<file path="config.mk">
export PLATFORM = sky130hd
export DESIGN_NAME = imem_fill_flat
export DESIGN_NICKNAME = d
export VERILOG_FILES = /design/src/rtl/imem_fill_if.sv /design/src/rtl/imem_fill.sv /design/src/flat_wrapper.sv
export SDC_FILE = /design/constraint.sdc
export NUM_CORES = 1
export LEC_CHECK = 0
export CAP_MARGIN = 20
export CORE_AREA = 4 4 172 174
export DETAILED_ROUTE_END_ITERATION = 16
export DIE_AREA = 0 0 176 178
export PLACE_DENSITY = 0.82
export SYNTH_ARGS = -nofsm -noshare
export SYNTH_HDL_FRONTEND = slang
export SYNTH_SLANG_ARGS = --single-unit
</file>
<file path="constraint.sdc">
create_clock -name clk -period 6.27 [get_ports clk]
set_clock_uncertainty 0.2 [all_clocks]
set_input_delay 1.881 -clock clk [delete_from_list [all_inputs] [get_ports clk]]
set_output_delay 1.881 -clock clk [all_outputs]
set_load 0.05 [all_outputs]
</file>
<file path="src/rtl/imem_fill_if.sv">
// Cache-side line request bus plus backing-memory read port of the I-cache line-fill responder.
// The slave modport is the responder's view; master is the cache/memory environment.
interface imem_fill_if #(
  parameter int LINE    = 256,
  parameter int MEM_W   = 64,
  parameter int BLK_LEN = 59
);
  logic [BLK_LEN-1:0] b_addr_i;
  logic               b_rd_i;
  logic [LINE-1:0]    b_data_i;
  logic               b_dv_i;
  logic               inv;
  logic [63:0]        m_addr;
  logic               m_rd;
  logic [MEM_W-1:0]   m_data;
  logic               m_ack;

  modport slave (
    input  b_addr_i, b_rd_i, inv, m_data, m_ack,
    output b_data_i, b_dv_i, m_addr, m_rd
  );

  modport master (
    output b_addr_i, b_rd_i, inv, m_data, m_ack,
    input  b_data_i, b_dv_i, m_addr, m_rd
  );
endinterface

</file>
<file path="src/rtl/imem_fill.sv">
// I-cache line-fill responder: fetches a line as MEM_W-bit beats, assembles it, and
// keeps the last filled line in a one-entry buffer for back-to-back repeat requests.
module imem_fill #(
  parameter int LINE    = 256,
  parameter int MEM_W   = 64,
  parameter int BLK_LEN = 59
) (
  input  logic        clk,
  input  logic        rst_n,
  imem_fill_if.slave  bus
);
  localparam int BEATS = LINE / MEM_W;
  localparam int BW    = (BEATS > 1) ? $clog2(BEATS) : 1;
  localparam int LOFF  = $clog2(LINE / 8);
  localparam int BOFF  = $clog2(MEM_W / 8);
  localparam logic [BW-1:0] LAST = BW'(BEATS - 1);

  typedef enum logic [1:0] {IDLE, REQ, DRAIN, DONE} state_t;

  state_t             r_state, w_state_nxt;
  logic [BW-1:0]      r_beat, w_beat_nxt;
  logic               r_buf_v, w_buf_v_nxt;
  logic [BLK_LEN-1:0] r_buf_addr, w_buf_addr_nxt;
  logic [LINE-1:0]    r_data;
  logic               w_hit;
  logic               w_beat_we;
  logic [63:0]        w_line_base;

  assign w_line_base  = 64'({r_buf_addr, {LOFF{1'b0}}});
  assign w_beat_we    = (r_state == REQ) && bus.m_ack;

  // Handshake outputs come from registered state only, never from b_rd_i.
  assign bus.m_rd     = (r_state == REQ) || (r_state == DRAIN);
  assign bus.b_dv_i   = (r_state == DONE);
  assign bus.m_addr   = w_line_base + (64'(r_beat) << BOFF);
  assign bus.b_data_i = r_data;

  always_comb begin
    w_state_nxt    = r_state;
    w_beat_nxt     = r_beat;
    w_buf_v_nxt    = r_buf_v && !bus.inv;
    w_buf_addr_nxt = r_buf_addr;
    w_hit          = bus.b_rd_i && r_buf_v && !bus.inv && (bus.b_addr_i == r_buf_addr);

    unique case (r_state)
      IDLE: begin
        if (w_hit) begin
          w_state_nxt = DONE;
        end else if (bus.b_rd_i) begin
          w_buf_addr_nxt = bus.b_addr_i;
          w_buf_v_nxt    = 1'b0;
          w_beat_nxt     = '0;
          w_state_nxt    = REQ;
        end
      end
      REQ: begin
        if (bus.m_ack) begin
          if (r_beat == LAST) begin
            w_state_nxt = bus.b_rd_i ? DONE : IDLE;
          end else begin
            w_beat_nxt = r_beat + 1'b1;
            if (!bus.b_rd_i) w_state_nxt = DRAIN;
          end
        end else if (!bus.b_rd_i) begin
          w_state_nxt = DRAIN;
        end
      end
      // An abandoned fetch still owes the memory one completed beat.
      DRAIN: begin
        if (bus.m_ack) w_state_nxt = IDLE;
      end
      DONE: begin
        w_buf_v_nxt = !bus.inv;
        w_state_nxt = IDLE;
      end
      default: w_state_nxt = IDLE;
    endcase
  end

  always_ff @(posedge clk) begin
    if (!rst_n) begin
      r_state    <= IDLE;
      r_beat     <= '0;
      r_buf_v    <= 1'b0;
      r_buf_addr <= '0;
      r_data     <= '0;
    end else begin
      r_state    <= w_state_nxt;
      r_beat     <= w_beat_nxt;
      r_buf_v    <= w_buf_v_nxt;
      r_buf_addr <= w_buf_addr_nxt;
      if (w_beat_we) r_data[int'(r_beat) * MEM_W +: MEM_W] <= bus.m_data;
    end
  end
endmodule

</file>
<file path="src/flat_wrapper.sv">
// flat-port wrapper written by rule: the top's interface ports become plain ports
module imem_fill_flat 
#(
  parameter int LINE    = 256,
  parameter int MEM_W   = 64,
  parameter int BLK_LEN = 59
)
  (clk, rst_n, bus_b_addr_i, bus_b_rd_i, bus_inv, bus_m_data, bus_m_ack, bus_b_data_i, bus_b_dv_i, bus_m_addr, bus_m_rd);
  imem_fill_if #(.LINE(LINE), .MEM_W(MEM_W), .BLK_LEN(BLK_LEN)) bus_i ();
  input  logic clk;
  input  logic rst_n;
  input wire logic [$bits(bus_i.b_addr_i)-1:0] bus_b_addr_i;
  input wire logic [$bits(bus_i.b_rd_i)-1:0] bus_b_rd_i;
  input wire logic [$bits(bus_i.inv)-1:0] bus_inv;
  input wire logic [$bits(bus_i.m_data)-1:0] bus_m_data;
  input wire logic [$bits(bus_i.m_ack)-1:0] bus_m_ack;
  output wire logic [$bits(bus_i.b_data_i)-1:0] bus_b_data_i;
  output wire logic [$bits(bus_i.b_dv_i)-1:0] bus_b_dv_i;
  output wire logic [$bits(bus_i.m_addr)-1:0] bus_m_addr;
  output wire logic [$bits(bus_i.m_rd)-1:0] bus_m_rd;
  assign bus_i.b_addr_i = bus_b_addr_i;
  assign bus_i.b_rd_i = bus_b_rd_i;
  assign bus_i.inv = bus_inv;
  assign bus_i.m_data = bus_m_data;
  assign bus_i.m_ack = bus_m_ack;
  assign bus_b_data_i = bus_i.b_data_i;
  assign bus_b_dv_i = bus_i.b_dv_i;
  assign bus_m_addr = bus_i.m_addr;
  assign bus_m_rd = bus_i.m_rd;
  imem_fill #(.LINE(LINE), .MEM_W(MEM_W), .BLK_LEN(BLK_LEN)) u_core (.clk(clk), .rst_n(rst_n), .bus(bus_i));
endmodule
</file>
=== Word-level counts from Yosys, hierarchy flattened ===
Index checks and enable logic that the tools add are counted.

* Register bits: 320
* Bits in latches: 0
* Bits in writable memories: 0
* Memory bits (read-only): 0
* Input port bits: 128
* Output and inout port bits: 322
* Word-level logic and storage cells: 51
* Memories kept: 0

* Add/sub/neg operators: 3
* Multipliers: 0
* Div/mod/pow operators: 0
* Order comparisons: 0
* Equality and inequality tests: 11
* Shift-type cells: 2
* Multiplexer cells: 17
* Bitwise logic cells: 1
* Reductions and logical operators: 12

{| class="wikitable"
|+ Operator list
! operator !! count
|-
| $bwmux W256 || 1
|-
| $shift A64 B33 Y256 const A || 1
|-
| $shiftx A64 B33 Y256 || 1
|-
| $add A64 B5 Y64 || 1
|-
| $eq A59 B59 Y1 || 1
|-
| $neg A8 Y33 || 1
|-
| $mux W2 || 11
|-
| $ne A2 B2 Y1 const B || 5
|-
| $pmux W2 S4 || 1
|-
| $eq A2 B2 Y1 const B || 3
|-
| $logic_and A1 B1 Y1 || 5
|-
| $reduce_and A5 Y1 || 1
|-
| $pmux W2 S2 || 1
|-
| $ne A3 B2 Y1 const B || 1
|-
| $reduce_and A3 Y1 || 1
|-
| $add A2 B1 Y2 const B || 1
|-
| $eq A2 B1 Y1 const B || 1
|-
| $logic_not A2 Y1 || 1
|-
| $mux W1 || 2
|-
| $pmux W1 S2 || 1
|-
| $reduce_and A2 Y1 || 1
|-
| $reduce_bool A2 Y1 || 1
|-
| $logic_not A1 Y1 || 1
|-
| $logic_or A1 B1 Y1 || 1
|-
| $not A1 Y1 || 1
|}

=== Depth between registers and ports, before layout ===
* Word-level depth: 5
* Gate-level depth with buffers: 9
* Depth with buffers taken out: 7

=== Least setup slack after synthesis ===
Ideal clock, no wire load.

* Kind: input port to flip-flop
* From: input port bus_b_addr_i[56]
* To: register u_core.r_buf_addr[48]
* Library setup time: 120 ps
* Arrival: 3,425 ps
* Data required time: 5,950 ps
* Setup slack: 2,526 ps
* Stages: 9
* Cells stage by stage: xor2_1 -> a2111o_1 -> nor4_1 -> and4_1 -> buf_4 -> a21oi_2 -> buf_6 -> buf_6 -> mux2i_1

* Cells in the longest elaborated chain, start to end: 4

{| class="wikitable"
|+ Ends and longest elaborated chain
! element !! line !! source
|-
| from (decl) || flat_wrapper.sv:12 || <nowiki>input wire logic [$bits(bus_i.b_addr_i)-1:0] bus_b_addr_i;</nowiki>
|-
| $eq A59 B59 Y1 || imem_fill.sv:43 || <nowiki>w_hit = bus.b_rd_i && r_buf_v && !bus.inv && (bus.b_addr_i == r_buf_addr);</nowiki>
|-
| $logic_and A1 B1 Y1 || imem_fill.sv:43 ||
|-
| $not A1 Y1 (no source line) || n/a ||
|-
| $reduce_and A3 Y1 (no source line) || n/a ||
|-
| to (signal assigned) || imem_fill.sv:91 || <nowiki>r_buf_addr <= w_buf_addr_nxt;</nowiki>
|-
| to (decl) || imem_fill.sv:23 || <nowiki>logic [BLK_LEN-1:0] r_buf_addr, w_buf_addr_nxt;</nowiki>
|}

Every way passes these cells.
A chain may end at the register's enable or synchronous reset.

=== Worst setup path in the final report ===
* From: register u_core.r_state[0]
* To: output port bus_m_rd

* Cells in the longest elaborated chain, start to end: 2
* Elaborated cells between the ends (all ways): 3
* Classes of those cells: eq/ne: 2; reduce/logical: 1

{| class="wikitable"
|+ Ends and longest elaborated chain
! element !! line !! source
|-
| from (decl) || imem_fill.sv:20 || <nowiki>state_t r_state, w_state_nxt;</nowiki>
|-
| from (signal assigned) || imem_fill.sv:88 || <nowiki>r_state <= w_state_nxt;</nowiki>
|-
| $eq A2 B1 Y1 or $eq A2 B2 Y1 (tied branches) || imem_fill.sv:33 || <nowiki>assign bus.m_rd = (r_state == REQ) || (r_state == DRAIN);</nowiki>
|-
| $logic_or A1 B1 Y1 (*) || imem_fill.sv:33 ||
|-
| to (decl) || flat_wrapper.sv:20 || <nowiki>output wire logic [$bits(bus_i.m_rd)-1:0] bus_m_rd;</nowiki>
|}

Mark *: on every way between the ends. The rest lies on a longest branch, timed or not.

==> results.md <==
- Gpl congestion: 0.8359
- CP required: 4190 ps
- Final setup viols: 0
- # resized after CTS: 0
- Warnings from Yosys: 0
- Largest net degree at the start of global routing: 194
- Post-CTS setup buffer count: 0
- Synth Flop Type: dfxtp_1
- RSZ-0062 raised after global routing: no
- Compound-Gate Fraction of Synth Area: 0.1671
- Crit path time final: 4273 ps
- Syn Inst Count: 1268
- Post-synth EDFFs: 0
- Final WL: 41920 microns
- DIE AREA: 31330 sq um
- CP Class: reg2out
- Hold path cells: 2
- Setup TNS: 0 ps
- Critical R2R Capture: u_core.bus.b_data_i[148]
- Clock Pin Slew Worst Setup and Hold Paths: 60 ps
- GRT met2 Usage: 0.4248
- Die W: 176 microns
- CP Data Arrival Time: 2190 ps
- GR Layer Usage met1: 0.3089
- GRT Resource Usage Total: 0.2518
- GRT busiest layer: met2
- CTS tree: done
- Largest family of logic cells by synthesized area: simple AND/OR/NAND/NOR gates
- Detail Placement HPWL: 28640 microns
- # fillers: 2167
- Crit. End Element: primary output
- Max-cap violations: 0
- Post-Synth XOR/XNOR Area: 0.03636
- Crit path max fanout: 4
- Slew Limit Fails: 0
- Distinct cells, synth: 38
- Initial antenna violation count: 1
- Nets: 1797
- Port Buffers: 446
- Vias: 11140
- Worst Max-Slew Pin Slew: 1092 ps
- Hold buffer count at cts: 0
- Worst skew pair latency: 500 ps
- Share of cells above drive strength 1: 0.04866
- Mapped Avg Cell Area: 9.878 sq um
- Hold Crit Endpoint: u_core.r_buf_addr[1]
- Slew HR: 0.2723
- Drc violations: 0
- Static Leak: 0.006268 uW
- Drt pass-1 iters: 6
- Detailed Route Iter0 Violations: 1077
- # rows: 61
- Drt wl/cell: 20.31 microns
- Clk sinks: 320
- Critical Path Start Type: flop
- Via density: 5.397
- CTS H-tree depth: 2
- Area grow syn2layout: 46.90%
- Mux cell area share after synthesis: 0.04715
- Root buffer cell: clkbuf_16
- Tcrit/Tclk final: 0.6816
- Final Hold Vio Count: 0
- Initial core utilization: 0.4509
- Outcome: finished clean
- Worst Setup SP: u_core.r_state[0]
- Vias in the first global route: 10713
- Synthesized area: 12530 sq um
- CTS Buf Count: 34
- #FFs+latches synth: 320
- Fmax: 0.2340 GHz
- Core area: 27780 sq um
- Pwr Total: 5573 uW
- Ports: 450
- Worst R2R Setup Slack: 3320 ps
- Hold path startpoint: u_core.r_buf_addr[1]
- Synth Area in Adders: 0.009989
- Post-synth ARST share: 0
- Grt met3 use: 0.07503
- FF-to-FF path depth: 7
- Peak VDD IR: 0.2315 mV
- Grt total ovfl: 0
- R2R Path Start: u_core.r_beat[0]
- Simple-Gate Fraction of Synth Area: 0.1883
- Hold WC Path Type: reg2reg
- Post-DRT Antenna Nets: 0
- Register area share after synthesis: 0.5114
- First-pass GRT wire length: 63230 microns
- Power per cell area: 302.9 nW/um^2
- Die Ht: 178 microns
- Bufs on Longest Clock Path: 3
-- cell families (layout without fill, tap and decap cells) --
group                      after synthesis  count (layout)
adders and majority gates               10              10
other                                    1               4
DFF                                    320             320
and+or+nand+nor                        424             424
xor gates and xnor gates                52              52
AOI/OAI and AO/OA                      280             280
muxes                                   59              59
buffers and inverters                  122             537
-- worst max-delay path by stage --
stage,end,slack [ps],depth (start not counted)
floorplan,u_core.r_buf_addr[48],2530,9
global placement,u_core.r_buf_addr[11],1610,8
detailed placement,u_core.r_buf_addr[15],1600,8
CTS,bus_m_rd,1980,3
global route,bus_m_rd,1920,3
finish,bus_m_rd,2000,3
-- cell usage after synthesis (all sizes together), types with 2 or more instances --
library cell,number,area share
dfxtp,320,0.51
nor2b,260,0.13
a22oi,257,0.15
nand2,123,0.037
clkbuf,96,0.029
mux2i,59,0.047
xnor2,32,0.022
xor2,20,0.014
inv,15,0.0045
nor4,12,0.0080
buf,11,0.0061
ha,10,0.010
nand3,10,0.0040
nand4,9,0.0045
a21oi,5,0.0023
o21ai,5,0.0020
and3,4,0.0020
a211o,2,0.0014
a211oi,2,0.0012
nor2,2,0.00060
o22ai,2,0.0010
-- metal layers --
metal	vias to the layer above	routed length, microns
met4	0	1486
li1	5200	-
met2	530	20230
met5	-	0
met3	85	4023
met1	5325	16180
-- cells in the final DEF, fill, tap and decap left out, types with 8 or more instances in the layout --
cell type	Yosys	final
buf_4	4	13
xor2_1	20	20
clkbuf_16	0	34
ha_1	10	10
nand4_1	9	9
nor2b_1	260	260
clkdlybuf4s50_1	0	445
a22oi_1	257	257
dfxtp_1	320	320
clkbuf_8	0	12
nand2_1	123	123
mux2i_1	59	59
nor4_1	8	8
xnor2_1	32	32
inv_1	15	15
-- power by group --
part / total, uW / switching (uW) / internal (uW) / leakage (uW)
Combinational: 1300 / 828 / 467 / 0.00311
Clock: 2040 / 819 / 1220 / 0.000572
Sequential: 2240 / 93.2 / 2150 / 0.00259
-- area by class of cell --
type / count / area (sq um) / share of cell area
Antenna cell: 1 / 2.502 / 0.0001360
Clock buffer: 50 / 1021 / 0.05549
Clock inverter: 12 / 131.4 / 0.007140
Inverter: 15 / 56.30 / 0.003060
Multi-Input combinational cell: 828 / 5724 / 0.3111
Sequential cell: 320 / 6406 / 0.3482
Tap cell: 378 / 473.0 / 0.02570
Timing Repair Buffer: 460 / 4586 / 0.2492
-- metrics by stage --
step | hold slack [ps] | cells | setup slack [ps] | utilization | cell area (sq um)
5_1_grt | 304.6 | 2064 | 1919 | 0.6623 | 18400
6_report | 284.8 | 2064 | 1997 | 0.6623 | 18400
4_1_cts | 287.3 | 2063 | 1977 | 0.6622 | 18400
3_5_place_dp | 275.8 | 2001 | 1605 | 0.6207 | 17250
2_1_floorplan | 326.8 | 1270 | 2526 | - | 12530
3_3_place_gp | 258.5 | 2001 | 1605 | 0.6207 | 17250
-- state kept, by name, indices dropped and copies added (netlist names) --
register / cells
u_core.bus.b_data_i: 256
u_core.r_beat: 2
u_core.r_buf_addr: 59
u_core.r_buf_v: 1
u_core.r_state: 2
-- worst max-delay path, stage by stage, from the launching register on --
cell and delay, ps:
dfxtp_1 400, inv_1 100, ha_1 340, clkdlybuf4s50_1 850
Note: power is estimated with default switching activity, not from simulation.
